File: src/rtl/gap_pkg.sv
// Shared constants and controller state encoding for the gap scan arbiter.
package gap_pkg;

  localparam int W  = 32;
  localparam int GW = 5;

  typedef enum logic [1:0] {
    IDLE   = 2'd0,
    SCAN   = 2'd1,
    REPORT = 2'd2
  } ctrl_state_t;

endpackage

File: src/rtl/gap_scan_arbiter_if.sv
// Requester-side bundle: request levels, words, and the per-requester ack/done pulses.
interface gap_scan_arbiter_if #(
  parameter int NREQ = 4,
  parameter int W    = gap_pkg::W,
  parameter int GW   = gap_pkg::GW
);

  logic [NREQ-1:0]   req;
  logic [NREQ*W-1:0] data;
  logic [NREQ-1:0]   ack;
  logic [NREQ-1:0]   done;
  logic [GW-1:0]     result;
  logic              busy;

  modport master (output req, data, input ack, done, result, busy);
  modport slave  (input req, data, output ack, done, result, busy);

endinterface

File: src/rtl/gap_scan_core.sv
// Serial LSB-first binary-gap engine: one bit per step, tracks the longest zero run bounded by ones.
module gap_scan_core
  import gap_pkg::*;
(
  input  logic          clk,
  input  logic          rst,
  input  logic          load,
  input  logic [W-1:0]  word,
  input  logic          step,
  output logic [GW-1:0] gap,
  output logic          last
);

  logic [W-1:0]  shreg;
  logic          seen_one;
  logic [GW-1:0] run;
  logic [GW-1:0] best;
  logic [GW-1:0] cnt;

  always_ff @(posedge clk or posedge rst) begin
    if (rst) begin
      shreg    <= '0;
      seen_one <= 1'b0;
      run      <= '0;
      best     <= '0;
      cnt      <= '0;
    end else if (load) begin
      shreg    <= word;
      seen_one <= 1'b0;
      run      <= '0;
      best     <= '0;
      cnt      <= '0;
    end else if (step) begin
      if (shreg[0]) begin
        if (seen_one && (run > best)) best <= run;
        run      <= '0;
        seen_one <= 1'b1;
      end else if (seen_one) begin
        run <= run + 1'b1;
      end
      shreg <= shreg >> 1;
      cnt   <= cnt + 1'b1;
    end
  end

  // Best value including the bit being consumed now, so the final bit's run
  // is visible in the same cycle the controller captures the result.
  assign gap  = (shreg[0] && seen_one && (run > best)) ? run : best;
  assign last = (cnt == GW'(W - 1));

endmodule

File: src/rtl/gap_scan_arbiter.sv
// Round-robin front end that shares one gap_scan_core among NREQ requesters.
module gap_scan_arbiter #(
  parameter int NREQ = 4,
  parameter int W    = 32,
  parameter int GW   = 5
) (
  input  logic              clk,
  input  logic              rst,
  gap_scan_arbiter_if.slave bus
);

  import gap_pkg::*;

  localparam int PW = (NREQ > 1) ? $clog2(NREQ) : 1;

  ctrl_state_t   state;
  logic [PW-1:0] ptr;
  logic [PW-1:0] owner;
  logic [PW-1:0] winner;
  logic          core_load;
  logic          core_step;
  logic          core_last;
  logic [GW-1:0] core_gap;

  // Scan downward so the lowest offset from ptr is the final assignment.
  always_comb begin
    winner = '0;
    for (int i = NREQ - 1; i >= 0; i--) begin
      if (bus.req[(int'(ptr) + i) % NREQ]) winner = PW'((int'(ptr) + i) % NREQ);
    end
  end

  assign core_load = (state == IDLE) && (|bus.req);
  assign core_step = (state == SCAN);

  gap_scan_core u_core (
    .clk  (clk),
    .rst  (rst),
    .load (core_load),
    .word (bus.data[winner*W +: W]),
    .step (core_step),
    .gap  (core_gap),
    .last (core_last)
  );

  always_ff @(posedge clk or posedge rst) begin
    if (rst) begin
      state      <= IDLE;
      ptr        <= '0;
      owner      <= '0;
      bus.ack    <= '0;
      bus.done   <= '0;
      bus.result <= '0;
      bus.busy   <= 1'b0;
    end else begin
      bus.ack  <= '0;
      bus.done <= '0;
      case (state)
        IDLE: begin
          if (|bus.req) begin
            owner    <= winner;
            bus.ack  <= NREQ'(1) << winner;
            bus.busy <= 1'b1;
            state    <= SCAN;
          end
        end
        SCAN: begin
          if (core_last) begin
            bus.done   <= NREQ'(1) << owner;
            bus.result <= core_gap;
            state      <= REPORT;
          end
        end
        REPORT: begin
          ptr      <= (owner == PW'(NREQ - 1)) ? '0 : owner + 1'b1;
          bus.busy <= 1'b0;
          state    <= IDLE;
        end
        default: state <= IDLE;
      endcase
    end
  end

endmodule

File: src/flat_wrapper.sv
// flat-port wrapper written by rule: the top's interface ports become plain ports
module gap_scan_arbiter_flat import gap_pkg::*;
#(
  parameter int NREQ = 4,
  parameter int W    = 32,
  parameter int GW   = 5
)
  (clk, rst, bus_req, bus_data, bus_ack, bus_done, bus_result, bus_busy);
  gap_scan_arbiter_if #(.NREQ(NREQ), .W(W), .GW(GW)) bus_i ();
  input  logic clk;
  input  logic rst;
  input wire logic [$bits(bus_i.req)-1:0] bus_req;
  input wire logic [$bits(bus_i.data)-1:0] bus_data;
  output wire logic [$bits(bus_i.ack)-1:0] bus_ack;
  output wire logic [$bits(bus_i.done)-1:0] bus_done;
  output wire logic [$bits(bus_i.result)-1:0] bus_result;
  output wire logic [$bits(bus_i.busy)-1:0] bus_busy;
  assign bus_i.req = bus_req;
  assign bus_i.data = bus_data;
  assign bus_ack = bus_i.ack;
  assign bus_done = bus_i.done;
  assign bus_result = bus_i.result;
  assign bus_busy = bus_i.busy;
  gap_scan_arbiter #(.NREQ(NREQ), .W(W), .GW(GW)) u_core (.clk(clk), .rst(rst), .bus(bus_i));
endmodule
File: config.mk
export PLATFORM = sky130hd
export DESIGN_NAME = gap_scan_arbiter_flat
export DESIGN_NICKNAME = d
export VERILOG_FILES = /design/src/rtl/gap_pkg.sv /design/src/rtl/gap_scan_arbiter_if.sv /design/src/rtl/gap_scan_core.sv /design/src/rtl/gap_scan_arbiter.sv /design/src/flat_wrapper.sv
export SDC_FILE = /design/constraint.sdc
export NUM_CORES = 1
export LEC_CHECK = 0
export CORE_ASPECT_RATIO = 0.9
export CORE_MARGIN = 2
export CORE_UTILIZATION = 45
export DETAILED_ROUTE_END_ITERATION = 6
export PLACE_DENSITY = 0.81
export SYNTH_ARGS = -nofsm -noshare
export SYNTH_HDL_FRONTEND = slang
export SYNTH_SLANG_ARGS = --single-unit
File: constraint.sdc
create_clock -name clk -period 3.05 [get_ports clk]
set_clock_uncertainty 0.05 [all_clocks]
set_input_delay 0.915 -clock clk [delete_from_list [all_inputs] [get_ports clk]]
set_output_delay 0.915 -clock clk [all_outputs]
set_load 0.02 [all_outputs]
### Word-level counts from Yosys, hierarchy flattened

Cells that the tools add are included.

* output and inout bits: 14
* word-level logic and storage cells: 97
* register bits: 68
* bits of input ports: 134

* equality and inequality tests: 6
* shift operators: 3
* multiplexer cells: 41
* reduce and logical (&&, ||, !) cells: 21
* add/subtract/negate cells: 6
* bitwise gates (word level): 3
* order comparisons: 5

Operator list (count)
* $shiftx A128 B8 Y32: 1
* $mux W32: 2
* $mux W5: 11
* $mux W4: 4
* $mux W2: 7
* $lt A3 B4 Y1 const B: 3
* $reduce_and A2 Y1: 6
* $mux W1: 11
* $add A5 B1 Y5 const B: 2
* $bmux W1 S2: 4
* $reduce_bool A2 Y1: 4
* $shl A1 B2 Y4 const A: 2
* $reduce_or A2 Y1: 3
* $eq A5 B5 Y1 const B: 1
* $gt A5 B5 Y1: 1
* $add A2 B1 Y2 const B: 2
* $add A2 B2 Y2 const B: 2
* $eq A2 B2 Y1 const B: 2
* $logic_and A1 B1 Y1: 4
* $ne A2 B2 Y1 const B: 2
* $pmux W2 S2: 1
* $reduce_or A4 Y1: 1
* $and A1 B1 Y1 const A: 3
* $lt A2 B3 Y1 const B: 1
* 5 further kinds: 5

### Logic depth before layout (Yosys ltp)

* word-level depth: 13
* gate-level depth with buffers: 10
* depth with buffers taken out: 8

### By module

From an unflattened synthesis, not the netlist that was laid out.

* cell total of the unflattened synthesis: 414
* area total of the unflattened synthesis: 4329.2 µm²

By module, submodules not included
* gap_scan_core: area each 2442.3 µm², times used 1, sequential area each 1201.2 µm², cells each 240
* gap_scan_arbiter: area each 1886.8 µm², times used 1, sequential area each 500.5 µm², cells each 174

### Worst setup path before layout

No wires, ideal clock.

* kind: input-to-reg
* start point: input bus_req[2]
* end point: register u_core.u_core.shreg[0]
* cell stages on the path: 6
* required time: 2.871 ns
* buffers on the path: 1
* arrival: 2.252 ns
* setup slack: 0.620 ns
* setup time: 0.129 ns
* cells stage by stage: nor4_1 -> nor3_2 -> nand2_1 -> clkbuf_1 -> a21oi_1 -> a2111o_1

* cells in the longest elaborated chain, start to end: 9
* elaborated cells on any way between the ends: 20
* those cells by class: shift (1); mux (16); reduce/logical (3)

RTL lines
* start, declared: RTL line flat_wrapper.sv:12 `input wire logic [$bits(bus_i.req)-1:0] bus_req;`
* $bmux W1 S2: RTL line gap_scan_arbiter.sv:29 `if (bus.req[(int'(ptr) + i) % NREQ]) winner = PW'((int'(ptr) + i) % NREQ);`
* $mux W1 (implied by the code) (2 in series): RTL line gap_scan_arbiter.sv:29
* $mux W2 (4 in series): RTL line gap_scan_arbiter.sv:29
* $shiftx A128 B8 Y32: RTL line gap_scan_arbiter.sv:40 `.word (bus.data[winner*W +: W]),`
* $mux W32: RTL line gap_scan_core.sv:27 `end else if (load) begin`
* end signal, assigned: RTL line gap_scan_core.sv:28 `shreg <= word;`
* end signal, assigned: RTL line gap_scan_core.sv:41 `shreg <= shreg >> 1;`
* end, declared: RTL line gap_scan_core.sv:14 `logic [W-1:0] shreg;`

Parallel ways exist; a longest one is shown, timed or not. The select of a mux whose other input is x is not followed.
A chain may end at the register's enable or synchronous reset.

### Worst setup path after layout

* start point: input bus_req[0]
* end point: register u_core.u_core.shreg[1]

Same word-level chain as after synthesis.

==> impl_results.rst <==
.. list-table::
   :header-rows: 1

   * - Metric
     - Value
   * - Worst setup slack after placement
     - -0.0292 ns
   * - Result of the run
     - finished, final reports clean
   * - Critical Path Fanout Max
     - a little over 50
   * - Kind of cell with the highest combined delay on the critical path
     - buffers and inverters
   * - Worst-margin pin slew
     - 0.695 ns
   * - Area leader, netlist
     - sky130_fd_sc_hd__dfrtp_1
   * - CTS hold repair buffers
     - 0
   * - First-iteration detailed-routing DRC count
     - 215
   * - Design Area, Final
     - 5900 µm²
   * - Share of layout cells above drive strength 1
     - 6.14%
   * - Crit path capture type
     - flop
   * - Wirelength, routed
     - approximately 12 mm
   * - Antenna diode instance count
     - 0
   * - Leakage power of the design
     - 2.85 nW
   * - Number of post-CTS setup repair buffers
     - 0
   * - Total routing resource utilization after global routing
     - approximately a quarter
   * - Max-slew violations
     - 0
   * - Initial DRT Pass Iterations
     - 4
   * - Critical Path Start Type
     - primary input
   * - Destination of the worst register-to-register timing path
     - u_core.u_core.best[0]
   * - Number of clock sinks
     - 68
   * - Portion of the post-synthesis area used by sequential elements
     - a little over two fifths
   * - Number of antenna violations at the first check in global routing
     - 0
   * - Synthesized area divided by synthesized cell count
     - between 8 and 9 µm²
   * - Min-delay src
     - u_core.u_core.shreg[10]
   * - Worst setup path startpoint
     - bus_req[0]
   * - Horizontal die dimension
     - between 100 and 150 µm
   * - Fin nets
     - 777
   * - DR vias
     - 4,113
   * - Inserted Clock Buffers
     - 9
   * - Register-to-register setup slack
     - 0.82 ns
   * - Commonest register cell after synthesis
     - sky130_fd_sc_hd__dfrtp_1
   * - Root Buffer Master
     - sky130_fd_sc_hd__clkbuf_8
   * - Top cells by area in the synthesized netlist
     - sky130_fd_sc_hd__dfrtp_1 42%, sky130_fd_sc_hd__nand2_1 14%, sky130_fd_sc_hd__a21oi_1 9.1%
   * - Minimum period implied by the final worst setup slack
     - 2.75 ns
   * - Longest Clk Path Bufs
     - 2
   * - Reg2Reg Depth
     - 7
   * - Post-synthesis cell type count
     - 37
   * - Max H-tree Level
     - 3
   * - R2r startpoint
     - u_core.u_core.run[3]
   * - Area Overhead vs Synth
     - 44.6%
   * - Synth Instances
     - 494
   * - Largest voltage drop on the vdd net
     - ~380 µV
   * - Chain of cells forming the critical path
     - clkdlybuf4s50_1 > mux2i_1 > o32ai_1 > buf_4 > or2_2 > buf_12 > nand2_1 > a21oi_1 > a2111o_1
   * - Count of max-cap constraint violations
     - 0
   * - Crit path largest cell delay
     - 0.48 ns
   * - Post-cts resize count
     - 0
   * - I/O pin cnt
     - 148
   * - Setup Viol. Count Final
     - 0
   * - Vias in the first global route
     - 3,918
   * - Core occupancy in the finished layout
     - 67.9%
   * - Unrepaired setup endpoints after global routing
     - false
   * - Sum of net half-perimeters after detailed placement
     - slightly below 9 mm
   * - Post-detailed-route count of antenna-violating nets
     - 0
   * - Row count
     - 32
   * - Number of buffers inserted by port buffering
     - around 150
   * - Required time at the endpoint of the critical path
     - approximately 3.2 ns
   * - Final critical-path share of the clock period
     - 90.3%
   * - Portion of synthesized cell area occupied by the leading cell type
     - a little over two fifths
   * - Worst hold path cell count
     - 1
   * - Area after DPL
     - 5680 µm²
   * - Critical path start-end classification
     - in -> reg
   * - Net Count, Synth
     - 640
   * - Average wire per cell in the routed design
     - approximately 16 µm
   * - Final count of hold timing violations
     - 0
   * - Routed via count divided by cell count
     - 5.45
   * - Clock-pin slew on the worst setup and hold paths
     - 0.07 ns
   * - Slowest cell on the critical path
     - sky130_fd_sc_hd__clkdlybuf4s50_1
   * - Wire length of the first global-routing pass
     - 19.1 mm
   * - Post-synthesis cell area
     - 4080 µm²
   * - Relative max-transition margin
     - 53.6%
   * - Maximum clock frequency
     - 0.363 GHz
   * - End point of the most critical hold path
     - u_core.u_core.shreg[9]
   * - Slack of the critical path
     - roughly 0.3 ns
   * - Die Area
     - a little under 10,000 µm²
   * - Endpoint arrival time on the critical path
     - 2.91 ns
   * - Vertical die dimension
     - roughly 94 µm
   * - Remaining Overflow, GRT
     - 0
   * - Post-synth EDFFs
     - 0
   * - Async set-reset flop share out of synthesis
     - 100%
   * - Maximum number of pins on one net before global-route repair
     - 57
   * - Count of synthesis-stage warnings from yosys
     - 0
   * - Cell area power density
     - 727 nW/µm²
   * - Insertion delay of the later-clocked pin in the worst-skew pair
     - 0.34 ns
   * - List of most frequent post-synthesis cells
     - 150 x sky130_fd_sc_hd__nand2_1, 74 x sky130_fd_sc_hd__a21oi_1, 68 x sky130_fd_sc_hd__dfrtp_1
   * - Most numerous cell in the Yosys netlist
     - sky130_fd_sc_hd__nand2_1
   * - Worst hold-check path type
     - reg -> reg
   * - CTS tree
     - built
   * - Crit path buf inv count
     - 3
   * - Filler Cells Inserted
     - roughly 730
   * - #FFs+latches synth
     - 68
   * - Residual DRC count
     - 0
   * - Setup_tns
     - 0 ns
   * - Initial Utilization
     - a little under half
   * - Routability congestion estimate from global placement
     - 0.865
   * - Std-Cell Core Area
     - 8690 µm²
==> power by group <==
group	total (W)	internal [W]	switching, W
logic	0.00199	0.000957	0.00103
registers	0.00149	0.00125	0.000240
clock network	0.000807	0.000479	0.000328
total	0.00429	0.00268	0.00160
==> final cells by class <==
cell class / instances / area [µm²] / area share, %
Clock buffer: 11 / 141 / 2.40
Clock inverter: 4 / 73.8 / 1.25
Inverter: 14 / 52.6 / 0.891
Multi-Input combinational cell: 374 / 2140 / 36.4
Sequential cell: 68 / 1700 / 28.8
Tap cell: 119 / 149 / 2.52
Timing Repair Buffer: 164 / 1640 / 27.7
==> per-stage QoR <==
step | cells | total power, W | hold WS [ns]
global placement | 739 | 0.00336 | 0.417
CTS | 754 | 0.00430 | 0.440
global route | 754 | 0.00460 | 0.456
floorplan | 494 | 0.00279 | 0.408
finish | 754 | 0.00429 | 0.437
detailed placement | 739 | 0.00347 | 0.426
==> worst max-delay path by stage <==
stage | cells after the start | to | slack, ns
2_1_floorplan | 1 | u_core.bus.ack[0] | 0.37
3_3_place_gp | 9 | u_core.u_core.shreg[8] | 0.04
3_5_place_dp | 9 | u_core.u_core.shreg[1] | -0.03
4_1_cts | 9 | u_core.u_core.shreg[1] | 0.33
5_1_grt | 9 | u_core.u_core.run[4] | 0.22
6_report | 9 | u_core.u_core.shreg[1] | 0.30
==> cell usage in the layout, fill, tap and decap left out, types with 2 or more instances in the layout <==
cell / instances
sky130_fd_sc_hd__buf_4: 14
sky130_fd_sc_hd__ha_1: 12
sky130_fd_sc_hd__clkbuf_8: 10
sky130_fd_sc_hd__and3_1: 36
sky130_fd_sc_hd__dfrtp_1: 68
sky130_fd_sc_hd__or2_2: 2
sky130_fd_sc_hd__a21oi_1: 74
sky130_fd_sc_hd__xnor2_1: 3
sky130_fd_sc_hd__nand2b_1: 2
sky130_fd_sc_hd__inv_1: 13
sky130_fd_sc_hd__nand4_1: 4
sky130_fd_sc_hd__nor3_1: 3
sky130_fd_sc_hd__clkdlybuf4s50_1: 147
sky130_fd_sc_hd__nand2_1: 150
sky130_fd_sc_hd__nor2_1: 15
sky130_fd_sc_hd__o21ai_0: 11
sky130_fd_sc_hd__and2_1: 2
sky130_fd_sc_hd__a2111o_1: 31
sky130_fd_sc_hd__buf_12: 3
sky130_fd_sc_hd__bufinv_16: 2
sky130_fd_sc_hd__mux2i_1: 11
==> flip-flops by register name, summed over array words and instances (netlist names) <==
name                    flops
u_core.bus.done             4
u_core.u_core.shreg        32
u_core.ptr                  2
u_core.u_core.run           5
u_core.bus.ack              4
u_core.u_core.best          5
u_core.u_core.seen_one      1
u_core.bus.busy             1
u_core.state                2
u_core.u_core.cnt           5
u_core.bus.result           5
u_core.owner                2
==> metal layers <==
layer | track usage [%] | wire (µm) | share of wire [%]
met5 | 0 | 0 | 0
met4 | 10.6 | 324 | 2.7
met3 | 3.66 | 615 | 5.1
met2 | 42.3 | 6140 | 51
met1 | 30.4 | 4980 | 41
==> kinds of logic after synthesis <==
| family | synth area share, % |
|---|---|
| buffers and inverters | 6.10 |
| AO/OA/AOI/OAI | 20.9 |
| adder cells (fa/ha/maj) | 3.68 |
| multiplexers | 2.97 |
| XOR/XNOR | 0.859 |
| AND/OR/NAND/NOR | 23.8 |
| flip-flops | 41.7 |
==> worst reg2reg max path, delay by kind of cell, from the launching register on <==
family	cells	cell delay, ns
DFF	1	0.43
adders and majority gates	1	0.31
AOI/OAI and AO/OA	3	0.58
muxes	1	0.15
and+or+nand+nor	2	0.61
Power figures use the tool's default switching activity.
